$ cat src/rtl/id_ex_pipe.sv
// id_ex_pipe: decode-to-execute pipeline register.
//
// Captures the decoded instruction (pc, register specifiers, operand data,
// immediate and control bits) on each rising clk. Incoming writeback data is
// forwarded into the operands so that the execute stage never sees a stale
// register-file read. A load-use hazard is detected combinationally
// (hazard_stall) and turned into a bubble, and bubble_count records those
// bubbles, saturating at 16'hFFFF.
//
// Ports
//   clk, reset        rising-edge clock, synchronous active-high reset
//   stall             hold the stage (operands still pick up writeback data)
//   flush             kill the stage contents
//   in_*              decoded instruction from the decode stage
//   wb_reg_write,
//   wb_rd, wb_data    writeback port, the same one the register file writes
//   out_*             registered instruction presented to execute
//   hazard_stall      combinational load-use indicator, back to upstream
//   bubble_count      registered count of load-use bubbles (saturating)
//
// Update priority per edge: reset > flush > stall > hazard_stall > capture.
module id_ex_pipe (
    input  logic        clk,
    input  logic        reset,
    input  logic        stall,
    input  logic        flush,
    input  logic        in_valid,
    input  logic [63:0] in_pc,
    input  logic [4:0]  in_rs1,
    input  logic [4:0]  in_rs2,
    input  logic [4:0]  in_rd,
    input  logic [63:0] in_rdata1,
    input  logic [63:0] in_rdata2,
    input  logic [63:0] in_imm,
    input  logic        in_reg_write,
    input  logic        in_mem_read,
    input  logic        in_mem_write,
    input  logic        in_branch,
    input  logic        in_alu_src,
    input  logic        in_mem_to_reg,
    input  logic [1:0]  in_alu_op,
    input  logic [3:0]  in_funct4,
    input  logic        wb_reg_write,
    input  logic [4:0]  wb_rd,
    input  logic [63:0] wb_data,
    output logic        out_valid,
    output logic [63:0] out_pc,
    output logic [4:0]  out_rs1,
    output logic [4:0]  out_rs2,
    output logic [4:0]  out_rd,
    output logic [63:0] out_rdata1,
    output logic [63:0] out_rdata2,
    output logic [63:0] out_imm,
    output logic        out_reg_write,
    output logic        out_mem_read,
    output logic        out_mem_write,
    output logic        out_branch,
    output logic        out_alu_src,
    output logic        out_mem_to_reg,
    output logic [1:0]  out_alu_op,
    output logic [3:0]  out_funct4,
    output logic        hazard_stall,
    output logic [15:0] bubble_count
);

    logic wb_en;
    logic byp_in1, byp_in2;
    logic ref_out1, ref_out2;
    logic kill;
    logic bubble;

    // Load-use: the instruction in this stage loads a register that the
    // instruction waiting in decode wants to read.
    assign hazard_stall = out_valid & out_mem_read & (out_rd != 5'd0) & in_valid &
                          ((out_rd == in_rs1) | (out_rd == in_rs2));

    always_comb begin
        wb_en    = wb_reg_write & (wb_rd != 5'd0);
        byp_in1  = wb_en & (wb_rd == in_rs1);
        byp_in2  = wb_en & (wb_rd == in_rs2);
        // A held instruction keeps listening to writeback so it does not
        // leave the stall with an operand that went stale meanwhile.
        ref_out1 = wb_en & out_valid & (wb_rd == out_rs1);
        ref_out2 = wb_en & out_valid & (wb_rd == out_rs2);
        bubble   = ~stall & hazard_stall;
        kill     = flush | bubble;
    end

    always_ff @(posedge clk) begin
        if (reset || kill) begin
            out_valid      <= 1'b0;
            out_pc         <= '0;
            out_rs1        <= '0;
            out_rs2        <= '0;
            out_rd         <= '0;
            out_rdata1     <= '0;
            out_rdata2     <= '0;
            out_imm        <= '0;
            out_reg_write  <= 1'b0;
            out_mem_read   <= 1'b0;
            out_mem_write  <= 1'b0;
            out_branch     <= 1'b0;
            out_alu_src    <= 1'b0;
            out_mem_to_reg <= 1'b0;
            out_alu_op     <= '0;
            out_funct4     <= '0;
        end else if (stall) begin
            if (ref_out1) out_rdata1 <= wb_data;
            if (ref_out2) out_rdata2 <= wb_data;
        end else begin
            out_valid      <= in_valid;
            out_pc         <= in_pc;
            out_rs1        <= in_rs1;
            out_rs2        <= in_rs2;
            out_rd         <= in_rd;
            out_rdata1     <= byp_in1 ? wb_data : in_rdata1;
            out_rdata2     <= byp_in2 ? wb_data : in_rdata2;
            out_imm        <= in_imm;
            // Invalid slots still carry their fields but never their effects.
            out_reg_write  <= in_valid & in_reg_write;
            out_mem_read   <= in_valid & in_mem_read;
            out_mem_write  <= in_valid & in_mem_write;
            out_branch     <= in_valid & in_branch;
            out_alu_src    <= in_valid & in_alu_src;
            out_mem_to_reg <= in_valid & in_mem_to_reg;
            out_alu_op     <= in_valid ? in_alu_op : 2'd0;
            out_funct4     <= in_valid ? in_funct4 : 4'd0;
        end
    end

    // Only load-use bubbles count; flush and stall take precedence over them.
    always_ff @(posedge clk) begin
        if (reset) begin
            bubble_count <= '0;
        end else if (!flush && bubble && (bubble_count != '1)) begin
            bubble_count <= bubble_count + 16'd1;
        end
    end

endmodule

$ cat config.mk
export PLATFORM = sky130hd
export DESIGN_NAME = id_ex_pipe
export DESIGN_NICKNAME = d
export VERILOG_FILES = /design/src/rtl/id_ex_pipe.sv
export SDC_FILE = /design/constraint.sdc
export NUM_CORES = 1
export LEC_CHECK = 0
export ABC_AREA = 1
export CAP_MARGIN = 20
export CORE_AREA = 8 8 253 255
export CTS_BUF_LIST = sky130_fd_sc_hd__clkbuf_4 sky130_fd_sc_hd__clkbuf_8 sky130_fd_sc_hd__clkbuf_16
export DETAILED_ROUTE_END_ITERATION = 7
export DIE_AREA = 0 0 261 263
export SYNTH_ARGS = -nofsm -noshare
export SYNTH_HDL_FRONTEND = slang
export SYNTH_SLANG_ARGS = --single-unit
export TNS_END_PERCENT = 20
$ cat constraint.sdc
create_clock -name clk -period 2.2 [get_ports clk]
set_input_delay 0.33 -clock clk [delete_from_list [all_inputs] [get_ports clk]]
set_output_delay 0.33 -clock clk [all_outputs]
set_load 0.02 [all_outputs]
# After elaboration in Yosys (flattened, before gate mapping)
# Cells that the tools add are included.
[totals] elab_cells=61 register_bits=300
[classes] bitwise_logic=20 n_reduce_logical=6 n_addsub=1 eq_ne=9 n_mux=8
[ops] operator="64-bit two-way mux" n=6
[ops] operator="5-bit equality test" n=6
[ops] operator="1-bit bitwise AND" n=17
[ops] operator="16-bit by 1-bit adder with 16-bit output, second input constant" n=1
[ops] operator="16-bit inequality test, second input constant" n=1
[ops] operator="5-bit nonzero test" n=2
[ops] operator="4-bit two-way mux" n=1
[ops] operator="2-bit by 1-bit inequality test with 1-bit output, second input constant" n=2
[ops] operator="1-bit logical AND" n=2
[ops] operator="2-bit two-way mux" n=1
[ops] operator="1-bit bitwise OR" n=2
[ops] operator="1-bit zero test" n=1
[ops] operator="1-bit logical OR" n=1
[ops] operator="1-bit inverter" n=1

# Longest topological paths before layout
# Gate-level depths: netlist of run 1.
[depth] ltp_word=7 mapped_depth=12 ltp_nobuf=11

# Worst setup path before layout of run 1
# No wires, ideal clock.
[synth_timing] path_type="flip-flop to flip-flop" startpoint="reg bubble_count[0]" endpoint="reg bubble_count[6]" setup_time_ps=115 path_buffers=0 period_less_slack_ps=1765 slack_ps=435 stages_incl_launch_ff=11 required_ps=2085 arrival_ps=1649 path_cell_list="dfxtp_1 > ha_1 > nand3_1 > nor2_1 > nand2_1 > nor2_1 > nand2_1 > inv_2 > nor3_1 > a21oi_1 > nor2_1"
[synth_via] elab_chain_cells=2
[synth_rtl] element="start: declaration" line="63" rtl="output logic [15:0] bubble_count"
[synth_rtl] element="start signal: assignment" line="136" rtl="bubble_count <= bubble_count + 16'd1;"
[synth_rtl] element="branches (longest 2 deep; another with 16-bit by 1-bit adder with 16-bit output)"
# Parallel ways; which one is timed is not known.
# A chain may end at the register's enable or synchronous reset.

# Worst setup path after layout of run 1
[layout_timing] startpoint="reg bubble_count[11]" endpoint="out bubble_count[11]"
# No word-level cell between the ends.

==> results of run 1 <==
==> synth_stat cells, types with 4 or more instances <==
cell and number:
o21ai_1 29, buf_4 25, dfxtp_1 300, inv_1 117, inv_2 9, nand2_2 5
nand2_1 490, buf_2 50, a21oi_1 268, xor2_1 10, buf_1 5, nand3_1 151
nor3_1 6, nor2_1 97, buf_6 4, a22oi_1 12, clkbuf_1 50, a211oi_1 12
nand3b_1 30, xnor2_1 16, o21ai_0 93
==> kinds of logic (layout without fill, tap and decap cells) <==
family	Yosys count	in the layout	synth area share, %
simple gates	789	789	25.9
compound gates	415	415	16.6
flops	300	300	46.5
buf+inv	262	930	9.08
xor+xnor	26	26	1.76
fa+ha+maj	1	1	0.0969
other cells	0	5	0
==> worst min-delay path, cell delays in order <==
cell     delay, ns
buf_6         0.14
nand3_1       0.09
nand2_1       0.05
inv_1         0.04
a21oi_1       0.05
==> worst paths after layout <==
kind / slack (ns) / to / cells after the start / from
setup / recovery: 0.16 / bubble_count[11] / 1 / bubble_count[11]
hold / removal: 0.22 / out_rdata1[49] / 5 / stall
setup reg to reg: 0.28 / out_rdata2[12] / 11 / out_rd[2]
hold reg to reg: 0.46 / out_pc[11] / 2 / out_pc[11]
==> power groups by stage <==
stage	Sequential (µW)	Clock, µW	Combinational [µW]
after floorplan	6080	0	796
after global placement	5850	0	2520
after detailed placement	5860	0	2530
after CTS	5740	6630	2550
after global routing	5760	6830	2700
final	5740	6410	2510
==> final cells by class <==
cell class	count	area, µm²
repair buffers	736	7460
clock inverters	13	123
multi-input cells	1231	5770
diodes	5	12.5
inverters	127	484
clock buffers	54	1160
well taps	782	978
flip-flops and latches	300	6010
fillers	6173	37900
==> metrics by stage <==
step | util (%) | hold slack [ns] | total power (µW)
after floorplan | - | 0.466 | 6870
after global placement | 34.5 | 0.446 | 8370
after detailed placement | 34.5 | 0.453 | 8390
after CTS | 36.7 | 0.172 | 14900
after global routing | 36.7 | 0.215 | 15300
final | 36.7 | 0.219 | 14700
==> layer usage <==
metal  global-route usage, %  part of all wire, %
met1                    20.2                   39
met2                    30.6                   48
met3                    5.87                  9.3
met4                    7.07                  3.5
met5                       0                 0.12
==> results_dict.tcl, run 1 <==
set metrics [dict create \
    synthesis.nets 2152 \
    synth_cell_types 33 \
    area_delta_synth_final_pct 70.5 \
    numCtsBuffers 37 \
    critPathLaunchType "register" \
    nNetsFinal 2792 \
    hold_path_class "in -> reg" \
    seqPwrFrac_pct 39.1 \
    layout_common_cells "656 x clkdlybuf4s50_1, 489 x nand2_1, 295 x dfxtp_1" \
    gp_congestion 0.886 \
    p_comb_share_pct 17.1 \
    path_clk_slew_ns 0.06 \
    port_buffers 658 \
    setup_slack_ns 0.157 \
    finalWirelength_um 65300 \
    finalHoldViolCount 0 \
    slowest_delay_ns 0.70 \
    min_period_ns 2.04 \
    syn_avg_cell_area_um2 7.20 \
    mostFrequentLayoutCell "clkdlybuf4s50_1" \
    die-height_um 263 \
    grt_first_pass_wirelength_um 93800 \
    path_cells "clkdlybuf4s50_1" \
    vdd_drop_max_uv 497 \
    synth-seq-area-share_pct 46.5 \
    tns_ns 0 \
    power.internal_uw 10800 \
    drc_errors 0 \
    critPathTopFamily "buffers and inverters" \
    syn_inst 1793 \
    yosys_warnings 0 \
    cts_sinks 300 \
    dp_cells 3176 \
    ios 659 \
    grt_pass1_vias 14500 \
    drtIter0Drc 1083 \
    cts_tree "yes" \
    relSlewSlack_pct 62.7 \
    htreeDepth 2 \
    crit_path_end_kind "primary output" \
    p_sw_share_pct 26.3 \
    crit_path_max_fanout 7 \
    outcome "finished, final reports clean" \
    finalCritPeriodShare_pct 92.9 \
    leakage_uw 0.00859 \
    drv_slew 0 \
    rows 90 \
    ys.flop_type "dfxtp_1" \
    fp.coreArea_um2 59900 \
    cts_root_buffer "clkbuf_16" \
    slowest_stage "clkdlybuf4s50_1" \
    cts_setup_buffers 0 \
    rsz0062_at_grt "no" \
    dieArea_um2 68600 \
    cts_resized 9 \
    fin_cells 3248 \
    vias 14500 \
    power.switching_uw 3860 \
    path_buf_inv 1 \
    synth_seq_cells 300 \
    tightest_slew_ns 0.559 \
    drv_cap 0 \
    drt_first_pass_iters 5 \
    dp_hpwl_um 50600 \
    placed_cell_area_um2 20700 \
    skew_ns 0.0248 \
    synth_top_area_share_pct 46.5 \
    setup_violations 0 \
    required_ns 1.87 \
    fin_area_um2 22000 \
    synth_edf_count 0 \
    gr-usage-all-layers_pct 17.8 \
    synth_top_area_cell "dfxtp_1" \
    clk_latency_ns 0.54 \
    ant_nets 0 \
    vias_per_cell 4.48 \
    critPathArrivalTime_ns 1.71 \
    fp.dieW_um 261 \
    cts_hold_buf 0 \
    grt_max_degree 92 \
    syn_area_um2 12900 \
    grt_overflow_total 0 \
    async_flop_share_pct 0 \
    worstSetupPathType "reg -> out" \
    power_frac_clock_pct 43.7 \
    power_density_nw_per_um2 666 \
    ys_top_cells_by_area "dfxtp_1 47%, nand2_1 14%, a21oi_1 10%" \
    max-clock-path-buffers 3 \
    routedWlPerCell_um 20.1 \
    start_util_pct 21.5 \
    final_layout_size_suffix_gt1_share_pct 7.19 \
    fmax_ghz 0.489 \
    dp_slack_ns -0.309 \
    antenna_found_initial 11 \
]
(Power assumes the default switching activity.)
==> run 2, diff against run 1 <==
- CORE_AREA: 8 8 253 255 -> 2 2 260 262
- DIE_AREA: 0 0 261 263 -> 0 0 262 264
==> run 2 against run 1 <==
Net effect: clock power down 2%; non-clock buffer count increased by 19; first-iteration DRC count is 15% lower; final area is 0.94% higher; maximum frequency hardly changed; critical path type is now in -> out; largest power group unchanged.
==> results_dict.tcl, run 2 (synthesized netlist as in run 1, its figures left out) <==
set metrics [dict create \
    crit_path_end_kind "primary output" \
    dp_cells 3286 \
    gp_congestion 0.870 \
    grt_pass1_vias 13700 \
    cts_tree "yes" \
    drc_errors 0 \
    grt_overflow_total 0 \
    dieArea_um2 69200 \
    grt_first_pass_wirelength_um 86800 \
    ios 659 \
    nNetsFinal 2812 \
    cts_root_buffer "clkbuf_16" \
    regArea_um2 6010 \
    layout_common_cells "656 x clkdlybuf4s50_1, 489 x nand2_1, 295 x dfxtp_1" \
    skew_ns 0.0229 \
    vias_per_cell 4.26 \
    min_period_ns 2.04 \
    drtIter0Drc 921 \
    reg2reg_depth 12 \
    vdd_drop_max_uv 536 \
    critPathArrivalTime_ns 1.71 \
    ant_nets 0 \
    gr-usage-all-layers_pct 16.5 \
    path_clk_slew_ns 0.06 \
    timing.hold.ws_ns 0.302 \
    dp_hpwl_um 45600 \
    worstReg2RegStart "bubble_count[0]" \
    drv_cap 0 \
    reg2reg_slack_ns 0.27 \
    relSlewSlack_pct 40.0 \
    fin_cells 3354 \
    drt_first_pass_iters 7 \
    rows 95 \
    drv_slew 0 \
    htreeDepth 2 \
    final_layout_size_suffix_gt1_share_pct 7.87 \
    hold_path_class "in -> reg" \
    finalHoldViolCount 0 \
    finalWirelength_um 60100 \
    max-clock-path-buffers 3 \
    tightest_slew_ns 0.897 \
    cts_hold_buf 0 \
    outcome "finished, final reports clean" \
    numCtsBuffers 38 \
    mostFrequentLayoutCell "clkdlybuf4s50_1" \
    dp_slack_ns -0.366 \
    fillCellCount 7024 \
    leakage_uw 0.00864 \
    required_ns 1.87 \
    cts_setup_buffers 0 \
    endpoint "hazard_stall" \
    clk_latency_ns 0.56 \
    cts_sinks 300 \
    start_util_pct 19.4 \
    rsz0062_at_grt "no" \
    port_buffers 658 \
    antenna_found_initial 12 \
    setup_slack_ns 0.158 \
    multi_input_area_um2 5770 \
    reg2reg_to "bubble_count[1]" \
    die-height_um 264 \
    finalCritPeriodShare_pct 92.8 \
    fmax_ghz 0.490 \
    worstSetupPathType "in -> out" \
    area_delta_synth_final_pct 72.1 \
    whs_path_depth 4 \
    fp.coreArea_um2 66600 \
    fp.dieW_um 262 \
    power_density_nw_per_um2 655 \
    grt_max_degree 91 \
    setup_violations 0 \
    crit_path_start "in_rs2[1]" \
    crit_path_max_fanout 3 \
    routedWlPerCell_um 17.9 \
    critPathLaunchType "primary input" \
    vias 14300 \
]
## run 2: changes by cell type in the layout (fill, tap and decap cells not counted), sizes merged
| cell | previous run | this run |
|---|---|---|
| buf | 80 | 99 |
| bufinv | 2 | 1 |
| clkbuf | 54 | 53 |
| clkinv | 9 | 6 |
| clkinvlp | 0 | 3 |
| diode | 5 | 2 |
| inv | 129 | 130 |
## run 2: repair_timing
| item | in CTS | in global routing |
|---|---|---|
| setup endpoints to repair | 1 | 4 |
| pin swaps | 1 | 1 |
| endpoints found under the hold margin | 0 | 0 |
| resized for setup | 9 | 4 |
## run 2: worst min-delay path by stage
stage,startpoint,end,slack (ns)
detailed placement,out_imm[30],out_imm[30],0.45
floorplan,wb_data[12],out_rdata1[12],0.47
global placement,out_pc[11],out_pc[11],0.44
CTS,stall,out_rs1[1],0.27
finish,stall,out_rs1[1],0.30
global route,in_imm[34],out_imm[34],0.30
## run 2: metal layers
metal	vias to the layer above	wire, µm	track usage [%]
li1	7162	-	-
met1	6517	24300	19.5
met2	506	28700	28.3
met3	98	5200	5.04
met4	16	1760	5.34
met5	-	101	0
## run 2: final cells by class
| type | count | area share [%] |
|---|---|---|
| Timing Repair Buffer | 755 | 34.2 |
| Sequential cell | 300 | 27.1 |
| Multi-Input combinational cell | 1231 | 26.0 |
| Clock buffer | 53 | 5.04 |
| Tap cell | 873 | 4.92 |
| Inverter | 127 | 2.18 |
| Clock inverter | 13 | 0.541 |
| Antenna cell | 2 | 0.0225 |
## run 2: report_power, final
group          switching, µW  total, µW  internal [µW]
clock network           2600       6280           3680
logic                   1230       2520           1290
registers                111       5740           5630
## run 2: critical path: stages
cell	delay, ns
clkdlybuf4s50_1	0.58
inv_1	0.08
nand2_1	0.06
nand2_1	0.05
nor2_1	0.12
nand3_1	0.12
a21oi_2	0.20
buf_4	0.17
## run 2: metrics by stage
| step | total power [µW] | util (%) | TNS (ns) | instance area (µm²) |
|---|---|---|---|---|
| finish | 14500 | 33.4 | 0 | 22200 |
| floorplan | 6870 | - | 0 | 12900 |
| global placement | 8380 | 31.5 | -51.47 | 21000 |
| global route | 15200 | 33.4 | 0 | 22200 |
| CTS | 14800 | 33.3 | 0 | 22200 |
| detailed placement | 8390 | 31.5 | -52.83 | 21000 |
==> run 3, diff against run 2 <==
- GPL_TIMING_DRIVEN: default -> 0
==> run 3 against run 2 <==
Net effect: via count up 2.4%; power down 0.90%; worst setup slack got worse by 0.10 ns; worst hold slack improved by 0.027 ns; maximum frequency fell by 4.7%; register-to-register slack got worse by 0.14 ns; clock-buffer cell count up 1; cell count increased by 0.89%; non-clock buffer count rose by 32; sequential share of layout area increased by 0.51 points; combinational power barely moved; critical path type is now in -> reg; largest power group unchanged.
==> results_dict.tcl, run 3 (synthesized netlist as in run 1, its figures left out) <==
set metrics [dict create \
    outcome "finished, final reports clean" \
    path_clk_slew_ns 0.06 \
    grt_pass1_vias 14200 \
    mostFrequentLayoutCell "clkdlybuf4s50_1" \
    port_buffers 652 \
    fin_area_um2 21800 \
    fin_cells 3384 \
    hold_path_class "in -> reg" \
    cts_root_buffer "clkbuf_16" \
    layout_common_cells "651 x clkdlybuf4s50_1, 489 x nand2_1, 296 x dfxtp_1" \
    worstReg2RegStart "out_rs1[2]" \
    placed_cell_area_um2 20500 \
    fp.coreArea_um2 66600 \
    endpoint "out_imm[39]" \
    ios 659 \
    leakage_uw 0.00844 \
    power_density_nw_per_um2 661 \
    drv_slew 0 \
    ant_nets 0 \
    cts_setup_buffers 0 \
    htreeDepth 2 \
    cts_tree "yes" \
    grt_overflow_total 0 \
    dp_hpwl_um 55400 \
    reg2reg_depth 8 \
    drtIter0Drc 757 \
    required_ns 2.67 \
    min_period_ns 2.14 \
    finalCritPeriodShare_pct 97.3 \
    drc_errors 0 \
    die-height_um 264 \
    vias 14600 \
    dp_cells 3318 \
    fp.dieW_um 262 \
    worstSetupPathType "in -> reg" \
    rsz0062_at_grt "yes" \
    crit_path_start "stall" \
    vias_per_cell 4.33 \
    crit_path_end_kind "register" \
    vdd_drop_max_uv 498 \
    tightest_slew_ns 1.03 \
    clk_latency_ns 0.55 \
    gp_congestion 0.943 \
    drv_cap 0 \
    routedWlPerCell_um 20.8 \
    dp_slack_ns -0.685 \
    area_delta_synth_final_pct 68.8 \
    fillCellCount 7202 \
    fmax_ghz 0.467 \
    dieArea_um2 69200 \
    power.total_uw 14400 \
    skew_ns 0.0184 \
    holdCritStartpoint "in_pc[16]" \
    nNetsFinal 2844 \
    cts_sinks 300 \
    critPathArrivalTime_ns 2.62 \
    gr-usage-all-layers_pct 19.3 \
    setup_slack_ns 0.0588 \
    reg2reg_to "out_rdata1[7]" \
    critPathLaunchType "primary input" \
    reg2reg_slack_ns 0.13 \
    finalWirelength_um 70500 \
    relSlewSlack_pct 31.3 \
    grt_first_pass_wirelength_um 97600 \
    drt_first_pass_iters 6 \
    setup_violations 0 \
    final_layout_size_suffix_gt1_share_pct 6.94 \
    start_util_pct 19.4 \
    grt_max_degree 12 \
    rows 95 \
    crit_path_max_fanout 11 \
    numCtsBuffers 37 \
    finalHoldViolCount 0 \
    max-clock-path-buffers 3 \
    timing.hold.ws_ns 0.330 \
    antenna_found_initial 13 \
]
run 3: how the worst min path moves through the flow:
stage | endpoint | slack (ns) | cells after the start
after detailed placement | out_pc[11] | 0.45 | 2
after floorplan | out_rdata1[12] | 0.47 | 2
after CTS | out_pc[15] | 0.28 | 3
final | out_pc[16] | 0.33 | 3
after global routing | out_imm[35] | 0.31 | 3
after global placement | out_pc[11] | 0.45 | 2
run 3: repair_timing:
| action | in CTS | in global routing |
|---|---|---|
| endpoints found under the hold margin | 0 | 0 |
| gates cloned | 0 | 1 |
| resized for setup | 13 | 12 |
| setup endpoints to repair | 196 | 59 |
| hold buffers | 0 | 0 |
| pin swaps | 0 | 2 |
run 3: per-stage QoR:
step	TNS, ns	util, %
final	0	32.7
after global routing	-0.0772	32.7
after CTS	-0.0380	32.7
after detailed placement	-141.06	30.8
after global placement	-137.46	30.8
after floorplan	0	-
run 3: where the power goes:
| part | internal, µW | switching (µW) |
|---|---|---|
| Clock | 3600 | 2520 |
| Sequential | 5630 | 114 |
| Combinational | 1210 | 1340 |
run 3: area by class of cell:
| cell class | instances | area [µm²] | area share [%] |
|---|---|---|---|
| tap | 873 | 1090 | 5.01 |
| inverter | 127 | 478 | 2.19 |
| sequential | 300 | 6010 | 27.6 |
| timing repair buffer | 652 | 6520 | 29.9 |
| clock buffer | 54 | 1140 | 5.25 |
| antenna | 3 | 7.51 | 0.0345 |
| clock inverter | 8 | 52.6 | 0.241 |
| multi-input combinational | 1232 | 5770 | 26.5 |
| buffer | 135 | 709 | 3.26 |
run 3: layer usage:
metal	vias up	GRT usage [%]	routed length, µm
met5	-	0	89
met4	14	6.83	2430
met3	120	5.72	5710
met2	582	33.6	33800
met1	6691	22.3	28500
li1	7235	-	-
run 3: worst max-delay path, stage by stage:
cell	delay [ns]
buf_2	0.17
clkinv_2	0.31
buf_1	0.81
clkbuf_1	0.54
nand2_1	0.23
a21oi_1	0.18
